<file path="src/rtl/mmu_loader_pkg.sv">
// Shared constants and state encoding for the MMU loader/feeder pair.
// The feeder reads LAST_CYCLE/OUT_FIRST from here too, so out_valid and done always agree.
package mmu_loader_pkg;
    localparam int DATA_W     = 8;
    localparam int N_ELEMS    = 4;
    localparam int PTR_W      = 2;
    localparam int LAST_CYCLE = 5;
    localparam int OUT_FIRST  = 2;
    localparam int CYC_W      = 3;
    localparam int SEL_W      = 2;

    typedef enum logic {
        IDLE = 1'b0,
        RUN  = 1'b1
    } state_t;
endpackage

</file>
<file path="src/rtl/mmu_loader_bank4.sv">
// 4-entry byte register file with wrapping write pointer and a "full" flag.
// Writing slot 0 starts a fresh set (flag clears); writing the last slot marks it complete.
module mmu_bank4
    import mmu_loader_pkg::*;
(
    input  logic              clk,
    input  logic              rst,
    input  logic              wr_en,
    input  logic [DATA_W-1:0] wr_data,
    input  logic              clr,
    output logic [DATA_W-1:0] data0,
    output logic [DATA_W-1:0] data1,
    output logic [DATA_W-1:0] data2,
    output logic [DATA_W-1:0] data3,
    output logic              full
);
    logic [N_ELEMS-1:0][DATA_W-1:0] mem_q, mem_d;
    logic [PTR_W-1:0]               ptr_q, ptr_d;
    logic                           full_q, full_d;

    always_comb begin
        mem_d  = mem_q;
        ptr_d  = ptr_q;
        full_d = full_q;
        if (clr) begin
            ptr_d  = '0;
            full_d = 1'b0;
        end else if (wr_en) begin
            mem_d[ptr_q] = wr_data;
            ptr_d        = ptr_q + 1'b1;
            if (ptr_q == '0)
                full_d = 1'b0;
            if (ptr_q == PTR_W'(N_ELEMS - 1))
                full_d = 1'b1;
        end
    end

    always_ff @(posedge clk or posedge rst) begin
        if (rst) begin
            mem_q  <= '0;
            ptr_q  <= '0;
            full_q <= 1'b0;
        end else begin
            mem_q  <= mem_d;
            ptr_q  <= ptr_d;
            full_q <= full_d;
        end
    end

    assign data0 = mem_q[0];
    assign data1 = mem_q[1];
    assign data2 = mem_q[2];
    assign data3 = mem_q[3];
    assign full  = full_q;
endmodule

</file>
<file path="src/rtl/mmu_loader.sv">
// Loads weight/input banks from a host byte stream and sequences one MMU pass.
// Weights survive a pass; only the input bank is re-armed when the pass ends.
module mmu_loader
    import mmu_loader_pkg::*;
(
    input  logic              clk,
    input  logic              rst,
    input  logic              load_valid,
    input  logic              load_weight,
    input  logic [DATA_W-1:0] load_data,
    output logic              load_ready,
    output logic [DATA_W-1:0] weight0,
    output logic [DATA_W-1:0] weight1,
    output logic [DATA_W-1:0] weight2,
    output logic [DATA_W-1:0] weight3,
    output logic [DATA_W-1:0] input0,
    output logic [DATA_W-1:0] input1,
    output logic [DATA_W-1:0] input2,
    output logic [DATA_W-1:0] input3,
    output logic              en,
    output logic [CYC_W-1:0]  mmu_cycle,
    output logic [SEL_W-1:0]  output_sel,
    output logic              out_valid,
    output logic              weights_loaded
);
    state_t           state_q, state_d;
    logic             en_q, en_d;
    logic [CYC_W-1:0] cyc_q, cyc_d;
    logic [SEL_W-1:0] sel_q, sel_d;
    logic             ov_q, ov_d;
    logic             inputs_full;
    logic             accept, w_wr, i_wr, pass_done;

    assign load_ready = (state_q == IDLE);
    assign accept     = load_valid && load_ready;
    assign w_wr       = accept && load_weight;
    // A complete input tile is held until its pass consumes it.
    assign i_wr       = accept && !load_weight && !inputs_full;
    assign pass_done  = (state_q == RUN) && (cyc_q == CYC_W'(LAST_CYCLE));

    mmu_bank4 u_wbank (
        .clk     (clk),
        .rst     (rst),
        .wr_en   (w_wr),
        .wr_data (load_data),
        .clr     (1'b0),
        .data0   (weight0),
        .data1   (weight1),
        .data2   (weight2),
        .data3   (weight3),
        .full    (weights_loaded)
    );

    mmu_bank4 u_ibank (
        .clk     (clk),
        .rst     (rst),
        .wr_en   (i_wr),
        .wr_data (load_data),
        .clr     (pass_done),
        .data0   (input0),
        .data1   (input1),
        .data2   (input2),
        .data3   (input3),
        .full    (inputs_full)
    );

    always_comb begin
        state_d = state_q;
        en_d    = en_q;
        cyc_d   = cyc_q;
        case (state_q)
            IDLE: begin
                if (weights_loaded && inputs_full) begin
                    state_d = RUN;
                    en_d    = 1'b1;
                    cyc_d   = '0;
                end
            end
            RUN: begin
                if (pass_done) begin
                    state_d = IDLE;
                    en_d    = 1'b0;
                    cyc_d   = '0;
                end else begin
                    cyc_d = cyc_q + 1'b1;
                end
            end
            default: state_d = IDLE;
        endcase
        // Readout window is registered alongside mmu_cycle so both move on the same edge.
        ov_d  = en_d && (cyc_d >= CYC_W'(OUT_FIRST)) && (cyc_d <= CYC_W'(LAST_CYCLE));
        sel_d = ov_d ? SEL_W'(cyc_d - CYC_W'(OUT_FIRST)) : '0;
    end

    always_ff @(posedge clk or posedge rst) begin
        if (rst) begin
            state_q <= IDLE;
            en_q    <= 1'b0;
            cyc_q   <= '0;
            sel_q   <= '0;
            ov_q    <= 1'b0;
        end else begin
            state_q <= state_d;
            en_q    <= en_d;
            cyc_q   <= cyc_d;
            sel_q   <= sel_d;
            ov_q    <= ov_d;
        end
    end

    assign en         = en_q;
    assign mmu_cycle  = cyc_q;
    assign output_sel = sel_q;
    assign out_valid  = ov_q;
endmodule
</file>
<file path="config.mk">
export PLATFORM = sky130hd
export DESIGN_NAME = mmu_loader
export DESIGN_NICKNAME = d
export VERILOG_FILES = /design/src/rtl/mmu_loader_pkg.sv /design/src/rtl/mmu_loader_bank4.sv /design/src/rtl/mmu_loader.sv
export SDC_FILE = /design/constraint.sdc
export NUM_CORES = 1
export LEC_CHECK = 0
export ABC_AREA = 1
export ABC_CLOCK_PERIOD_IN_PS = 2100
export CORE_ASPECT_RATIO = 0.5
export CORE_UTILIZATION = 49
export CTS_BUF_LIST = sky130_fd_sc_hd__clkbuf_16
export DETAILED_ROUTE_END_ITERATION = 12
export PLACE_DENSITY_LB_ADDON = 0.05
export SYNTH_ARGS = -nofsm -noshare
export SYNTH_HDL_FRONTEND = slang
export SYNTH_HIERARCHICAL = 1
export SYNTH_SLANG_ARGS = --single-unit
export TNS_END_PERCENT = 20
</file>
<file path="constraint.sdc">
create_clock -name clk -period 2.1 [get_ports clk]
set_clock_uncertainty 0.1 [all_clocks]
set_input_delay 0.315 -clock clk [delete_from_list [all_inputs] [get_ports clk]]
set_output_delay 0.315 -clock clk [all_outputs]
set_load 0.05 [all_outputs]
</file>
==> results.py, run 1 <==
metrics = {
    "cts": {
        "htree_num_levels": 3,
        "clock_insertion_delay_worst_skew_ps": 320,
        "tritoncts": "yes",
        "cts.repair_timing.setup_buffer_count": 0,
        "tritoncts_num_sinks": 78,
        "worst_setup_hold_path_clk_slew_ps": 50,
        "cts_hold_buffers": 0,
        "tritoncts.num_buffers": 9,
        "clock-root-buffer": "sky130_fd_sc_hd__clkbuf_16",
        "post_cts_resized": 0,
        "clock_path_buffers": 2,
    },
    "placement": {
        "place_hpwl_mm": 5.81,
        "dpl-instance-area_sq_um": 4350,
        "io_buffers": 84,
        "place.gp.congestion": 0.844,
        "placed_cell_count": 555,
    },
    "timing": {
        "tns_ps": 0,
        "period_share_pct": 97.8,
        "final_hold_viol_count": 0,
        "max-slew-margin-rel_pct": 62.1,
        "final-max-slew-violation-count": 0,
        "finalSetupViolCount": 0,
        "rsz0062_at_grt": "no",
        "worst-slew-pin-transition_ps": 566,
        "timing.final.crit_period_ps": 2050,
        "timing.fmax_mhz": 487,
    },
    "setup_path": {
        "critical_path.cell_chain": "clkdlybuf4s50_1",
        "critical_path_class": "reg2out",
        "timing.critical_path.max_delay_family": "buffers and inverters",
        "slowest_stage": "sky130_fd_sc_hd__clkdlybuf4s50_1",
        "worstPathBufferInverterCount": 1,
        "endpoint_kind": "output port",
        "critical_path.max_fanout": 4,
        "setup.reg_to_reg.worst_slack_ps": 340,
        "cp_data_arrival_time_ps": 1640,
        "reg2reg_capture_point": "u_ibank/data3[6]",
        "worstPathRequired_ps": 1680,
        "r2r-start": "state_q",
        "critPathLaunchType": "flop",
        "worst-r2r-cell-count": 8,
        "critical_path.max_stage_delay_ps": 850,
    },
    "layout": {
        "layout.cell_area.non_filler_sq_um": 4630,
        "syn2layout_area_growth_pct": 37.2,
        "antennaDiodeCount": 0,
        "layout_filler_cell_count": 485,
        "num-nets-final": 500,
        "layout.cells.most_common_list": "sky130_fd_sc_hd__nand2_1, sky130_fd_sc_hd__clkdlybuf4s50_1, sky130_fd_sc_hd__dfrtp_1, sky130_fd_sc_hd__inv_1",
        "instances_no_fill": 571,
        "layout.cells.most_common": "sky130_fd_sc_hd__nand2_1",
        "post_route_cells_drive_above_1_share_pct": 10.8,
    },
    "synth": {
        "synthesis.instances": 379,
        "synth_sequential_area_ratio_pct": 57.8,
        "ys_warn_count": 6,
        "synth_area_sq_um": 3380,
        "mean_instance_size_in_the_synthesized_netlist_sq_um": 8.91,
        "post_synth_num_cell_types": 19,
        "ys_ff_latch": 78,
    },
    "hold_path": {
        "hold_class": "in2async",
    },
    "global_route": {
        "grt_pass1_vias": 2753,
        "grt_use_total_pct": 24.9,
        "first_pass_grt_wire_length_mm": 13.3,
        "number_of_antenna_violations_at_the_first_check_in_global_routing": 0,
        "grt.overflow.total": 0,
        "grt_start_max_net_pins": 36,
    },
    "floorplanning": {
        "core_sq_um": 6360,
        "fp-row-count": 20,
        "initial_utilization_pct": 53.1,
        "io-pin-count": 85,
        "dieHeight_microns": 60.7,
        "die_area_sq_um": 7250,
        "die_x_microns": 119,
    },
    "job": {
        "cap_viol_max_count": 0,
    },
    "drt": {
        "route.vias.total": 2750,
        "first_pass_iters": 4,
        "met2_length_mm": 4.08,
        "met1_length_mm": 3.65,
        "drc": 0,
        "met3WireLength_microns": 508,
        "topRoutingLayerUsed": "met4",
        "detailedRoute.firstIterationViolations": 157,
        "detailed_route_wl_mm": 8.32,
        "detail_route.wl_per_cell_microns": 14.6,
        "route.detailed.vias_per_inst": 4.82,
        "route.antenna.remaining_nets": 0,
    },
    "power_and_ir_drop": {
        "power.ir.vdd_worst_v": 0.000705,
        "power_density_nw_per_um2": 1520,
        "p_leak_nw": 2.46,
    },
    "status": {
        "run_status": "finished clean",
    },
}
-- worst register-to-register path, stage by stage (launching register included) --
cell and delay [ps]:
sky130_fd_sc_hd__dfrtp_1 410, sky130_fd_sc_hd__inv_2 150, sky130_fd_sc_hd__nand2_1 100, sky130_fd_sc_hd__nor3_1 320, sky130_fd_sc_hd__nand2_4 190, sky130_fd_sc_hd__inv_8 130
sky130_fd_sc_hd__nand2_4 90, sky130_fd_sc_hd__nand2_1 90, sky130_fd_sc_hd__nand2_1 50
-- how the worst max path moves through the flow --
stage / startpoint / end / slack (ps) / cells past startpoint
floorplan: mmu_cycle[1] / u_ibank/data3[0] / 280 / 10
global placement: load_valid / u_ibank/data3[3] / 190 / 8
detailed placement: load_valid / u_ibank/data0[5] / 140 / 8
CTS: u_wbank/full / weights_loaded / 40 / 1
global route: u_wbank/full / weights_loaded / 5 / 1
finish: u_wbank/full / weights_loaded / 50 / 1
-- kinds of logic after synthesis --
| kind of cell | synth area share [%] |
|---|---|
| other cells | 0.111 |
| buf+inv | 4.00 |
| flops | 57.8 |
| compound gates | 1.48 |
| simple gates | 32.9 |
| fa+ha+maj | 3.71 |
-- synth_stat cells (all sizes together) --
library cell / n / share of area [%]
dfrtp: 78 / 58
nor3: 1 / 0.15
conb: 1 / 0.11
or2: 2 / 0.37
nor2: 14 / 3.4
o21ai: 5 / 0.74
ha: 10 / 3.7
inv: 32 / 4.0
nand2: 228 / 28
a21oi: 2 / 0.74
nand3: 6 / 1.3
-- state kept, by name, summed over array words and instances, names as in the netlist --
signal,flops
u_wbank/data3,8
u_ibank/data3,8
u_wbank/ptr_q,2
u_wbank/data2,8
u_ibank/ptr_q,2
output_sel,2
u_wbank/full,1
u_ibank/data1,8
en,1
u_ibank/data2,8
u_wbank/data1,8
mmu_cycle,3
out_valid,1
u_ibank/data0,8
state_q,1
u_ibank/full,1
u_wbank/data0,8
-- routing by layer --
metal / global-route usage [%] / vias to the layer above
met5: 0 / -
met1: 32.3 / 1326
met3: 5.83 / 10
met2: 43.3 / 81
met4: 6.96 / 0
li1: - / 1333
-- final cells by class --
class / instances / area [sq um] / area share, %
sequential: 78 / 1950 / 42.1
clock buffer: 9 / 225 / 4.86
multi-input combinational: 270 / 1290 / 27.9
tap: 88 / 110 / 2.38
inverter: 32 / 135 / 2.92
clock inverter: 7 / 56.3 / 1.22
timing repair buffer: 87 / 861 / 18.6
-- metrics by stage --
| stage | total power (W) | hold slack (ps) | worst slack (ps) | utilization [%] |
|---|---|---|---|---|
| floorplan | 0.00448 | 30.7 | 279 | - |
| global route | 0.00738 | 301 | 5.38 | 72.9 |
| CTS | 0.00712 | 253 | 39.1 | 72.9 |
| finish | 0.00706 | 249 | 46.3 | 72.9 |
| global placement | 0.00556 | 354 | 194 | 68.5 |
| detailed placement | 0.00564 | 357 | 138 | 68.5 |
-- power breakdown --
part / internal [W] / switching, W / leakage (nW)
sequential: 0.00197 / 0.000306 / 1.01
combinational: 0.00103 / 0.00231 / 1.31
clock: 0.000900 / 0.000547 / 0.145
total: 0.00389 / 0.00317 / 2.46
Power figures use the tool's default switching activity.
==> inputs of run 2 (changes only) <==
CORE_ASPECT_RATIO = 0.75   (was 0.5)
==> run 2 against run 1 <==
  * The flow now finishes with violations (design-rule violations)
  * Combinational power barely moved
  * Maximum frequency is 2.1% higher
  * Global-route usage is 0.58 points lower
  * Sequential cell count did not move
  * Clock power increased by 3%
  * Critical path depth unchanged
  * Sequential power about the same
  * Die area is 0.23% lower
  * Register-to-register slack about the same
  * Highest routed layer unchanged
==> results.py, run 2 (same netlist as run 1, synthesis figures left out) <==
metrics = {
    "layout": {
        "layout_filler_cell_count": 529,
        "layout.cells.most_common": "sky130_fd_sc_hd__nand2_1",
        "syn2layout_area_growth_pct": 37.0,
        "antennaDiodeCount": 0,
        "multiInputGateArea_sq_um": 1290,
        "layout.cells.most_common_list": "sky130_fd_sc_hd__nand2_1, sky130_fd_sc_hd__clkdlybuf4s50_1, sky130_fd_sc_hd__dfrtp_1, sky130_fd_sc_hd__inv_1",
        "num-nets-final": 499,
        "post_route_cells_drive_above_1_share_pct": 10.8,
        "instances_no_fill": 563,
        "regArea_sq_um": 1950,
    },
    "drt": {
        "route.detailed.vias_per_inst": 4.77,
        "first_pass_iters": 8,
        "detailedRoute.firstIterationViolations": 161,
        "detailed_route_wl_mm": 8.01,
        "detail_route.wl_per_cell_microns": 14.2,
        "route.antenna.remaining_nets": 0,
        "drc": 16,
        "route.vias.total": 2688,
    },
    "floorplanning": {
        "die_x_microns": 97.9,
        "die_area_sq_um": 7230,
        "io-pin-count": 85,
        "core_sq_um": 6470,
        "initial_utilization_pct": 52.2,
        "fp-row-count": 25,
        "dieHeight_microns": 73.9,
    },
    "cts": {
        "clock_insertion_delay_worst_skew_ps": 330,
        "cts.repair_timing.setup_buffer_count": 0,
        "cts_hold_buffers": 0,
        "clock_path_buffers": 2,
        "tritoncts.num_buffers": 9,
        "tritoncts": "yes",
        "htree_num_levels": 3,
        "clock-root-buffer": "sky130_fd_sc_hd__clkbuf_16",
        "post_cts_resized": 0,
        "tritoncts_num_sinks": 78,
        "worst_setup_hold_path_clk_slew_ps": 60,
    },
    "global_route": {
        "grt_pass1_vias": 2659,
        "number_of_antenna_violations_at_the_first_check_in_global_routing": 0,
        "grt.overflow.total": 0,
        "grt_use_total_pct": 24.3,
        "grt_start_max_net_pins": 36,
        "first_pass_grt_wire_length_mm": 13.1,
    },
    "timing": {
        "timing.fmax_mhz": 497,
        "rsz0062_at_grt": "no",
        "setup_slack_ps": 87.7,
        "timing.final.crit_period_ps": 2010,
        "final_hold_viol_count": 0,
        "finalSetupViolCount": 0,
        "tns_ps": 0,
        "period_share_pct": 95.8,
        "final.hold.worst_slack_ps": 193,
        "final-max-slew-violation-count": 0,
        "worst-slew-pin-transition_ps": 532,
        "max-slew-margin-rel_pct": 64.4,
    },
    "setup_path": {
        "worstPathBufferInverterCount": 1,
        "timing.critical_path.max_delay_family": "buffers and inverters",
        "critPathLaunchType": "flop",
        "critical_path_class": "reg2out",
        "critical_path.max_fanout": 5,
        "cp_data_arrival_time_ps": 1600,
        "endpoint_kind": "output port",
        "worstPathRequired_ps": 1680,
        "critical_path.max_stage_delay_ps": 840,
        "critical_path.cell_chain": "clkdlybuf4s50_1",
        "slowest_stage": "sky130_fd_sc_hd__clkdlybuf4s50_1",
    },
    "power_and_ir_drop": {
        "power.ir.vdd_worst_v": 0.00113,
        "power_density_nw_per_um2": 1530,
        "p_leak_nw": 2.45,
    },
    "placement": {
        "place_hpwl_mm": 5.58,
        "placed_cell_count": 547,
        "pre_cts_slack_ps": 159,
        "place.gp.congestion": 0.746,
        "io_buffers": 84,
    },
    "status": {
        "violations": "design-rule violations",
        "run_status": "finished, violations left",
    },
    "hold_path": {
        "hold_class": "in2async",
    },
    "job": {
        "cap_viol_max_count": 0,
    },
}
[run 2: path summary, 6_finish.rpt]
check                                      start               end  slack (ps)  depth (start not counted)
worst min-delay path                         rst         out_valid         190                          2
min in group clk                u_wbank/data1[4]  u_wbank/data1[4]         370                          2
max in group asynchronous                    rst  u_wbank/data3[0]        1220                          3
worst max register to register           state_q  u_ibank/data2[5]         330                          7
worst max-delay path                mmu_cycle[2]      mmu_cycle[2]          90                          1
worst min register to register  u_wbank/data1[4]  u_wbank/data1[4]         370                          2
[run 2: worst register-to-register path, stage by stage, from the launching register on]
cell,delay (ps)
sky130_fd_sc_hd__dfrtp_1,410
sky130_fd_sc_hd__inv_2,160
sky130_fd_sc_hd__nand2_1,110
sky130_fd_sc_hd__nor3_1,320
sky130_fd_sc_hd__nand2_4,200
sky130_fd_sc_hd__nor2_4,220
sky130_fd_sc_hd__nand2_1,100
sky130_fd_sc_hd__nand2_1,90
[run 2: stage by stage]
step           total power [W]  instance area [sq um]  utilization [%]
6_report               0.00708                   4630             71.5
5_1_grt                0.00744                   4630             71.5
4_1_cts                0.00714                   4630             71.5
3_5_place_dp           0.00561                   4340             67.0
3_3_place_gp           0.00556                   4340             67.0
2_1_floorplan          0.00448                   3380                -
[run 2: power breakdown]
group | switching [W] | internal, W
Combinational | 0.00229 | 0.00102
Clock | 0.000587 | 0.000910
Sequential | 0.000304 | 0.00197
Total | 0.00318 | 0.00390
[run 2: final cells by class]
| type | instances | area share, % |
|---|---|---|
| multi-input combinational | 270 | 28.0 |
| timing repair buffer | 86 | 18.4 |
| inverter | 32 | 2.92 |
| sequential | 78 | 42.2 |
| clock buffer | 9 | 4.87 |
| tap | 81 | 2.19 |
| clock inverter | 7 | 1.43 |
[run 2: layer usage]
layer	share of wire, %	GRT usage [%]	vias to the layer above
li1	-	-	1330
met1	47	33.5	1269
met2	46	37.6	85
met3	6.3	6.18	4
met5	0	0	-
met4	0.49	8.75	0
==> inputs of run 3 (changes only) <==
HOLD_SLACK_MARGIN = 0.06   (was not set)
SLEW_MARGIN = 20   (was not set)
==> results of run 3 <==
No change in the layout: final DEF, timing and power equal those of run 2.
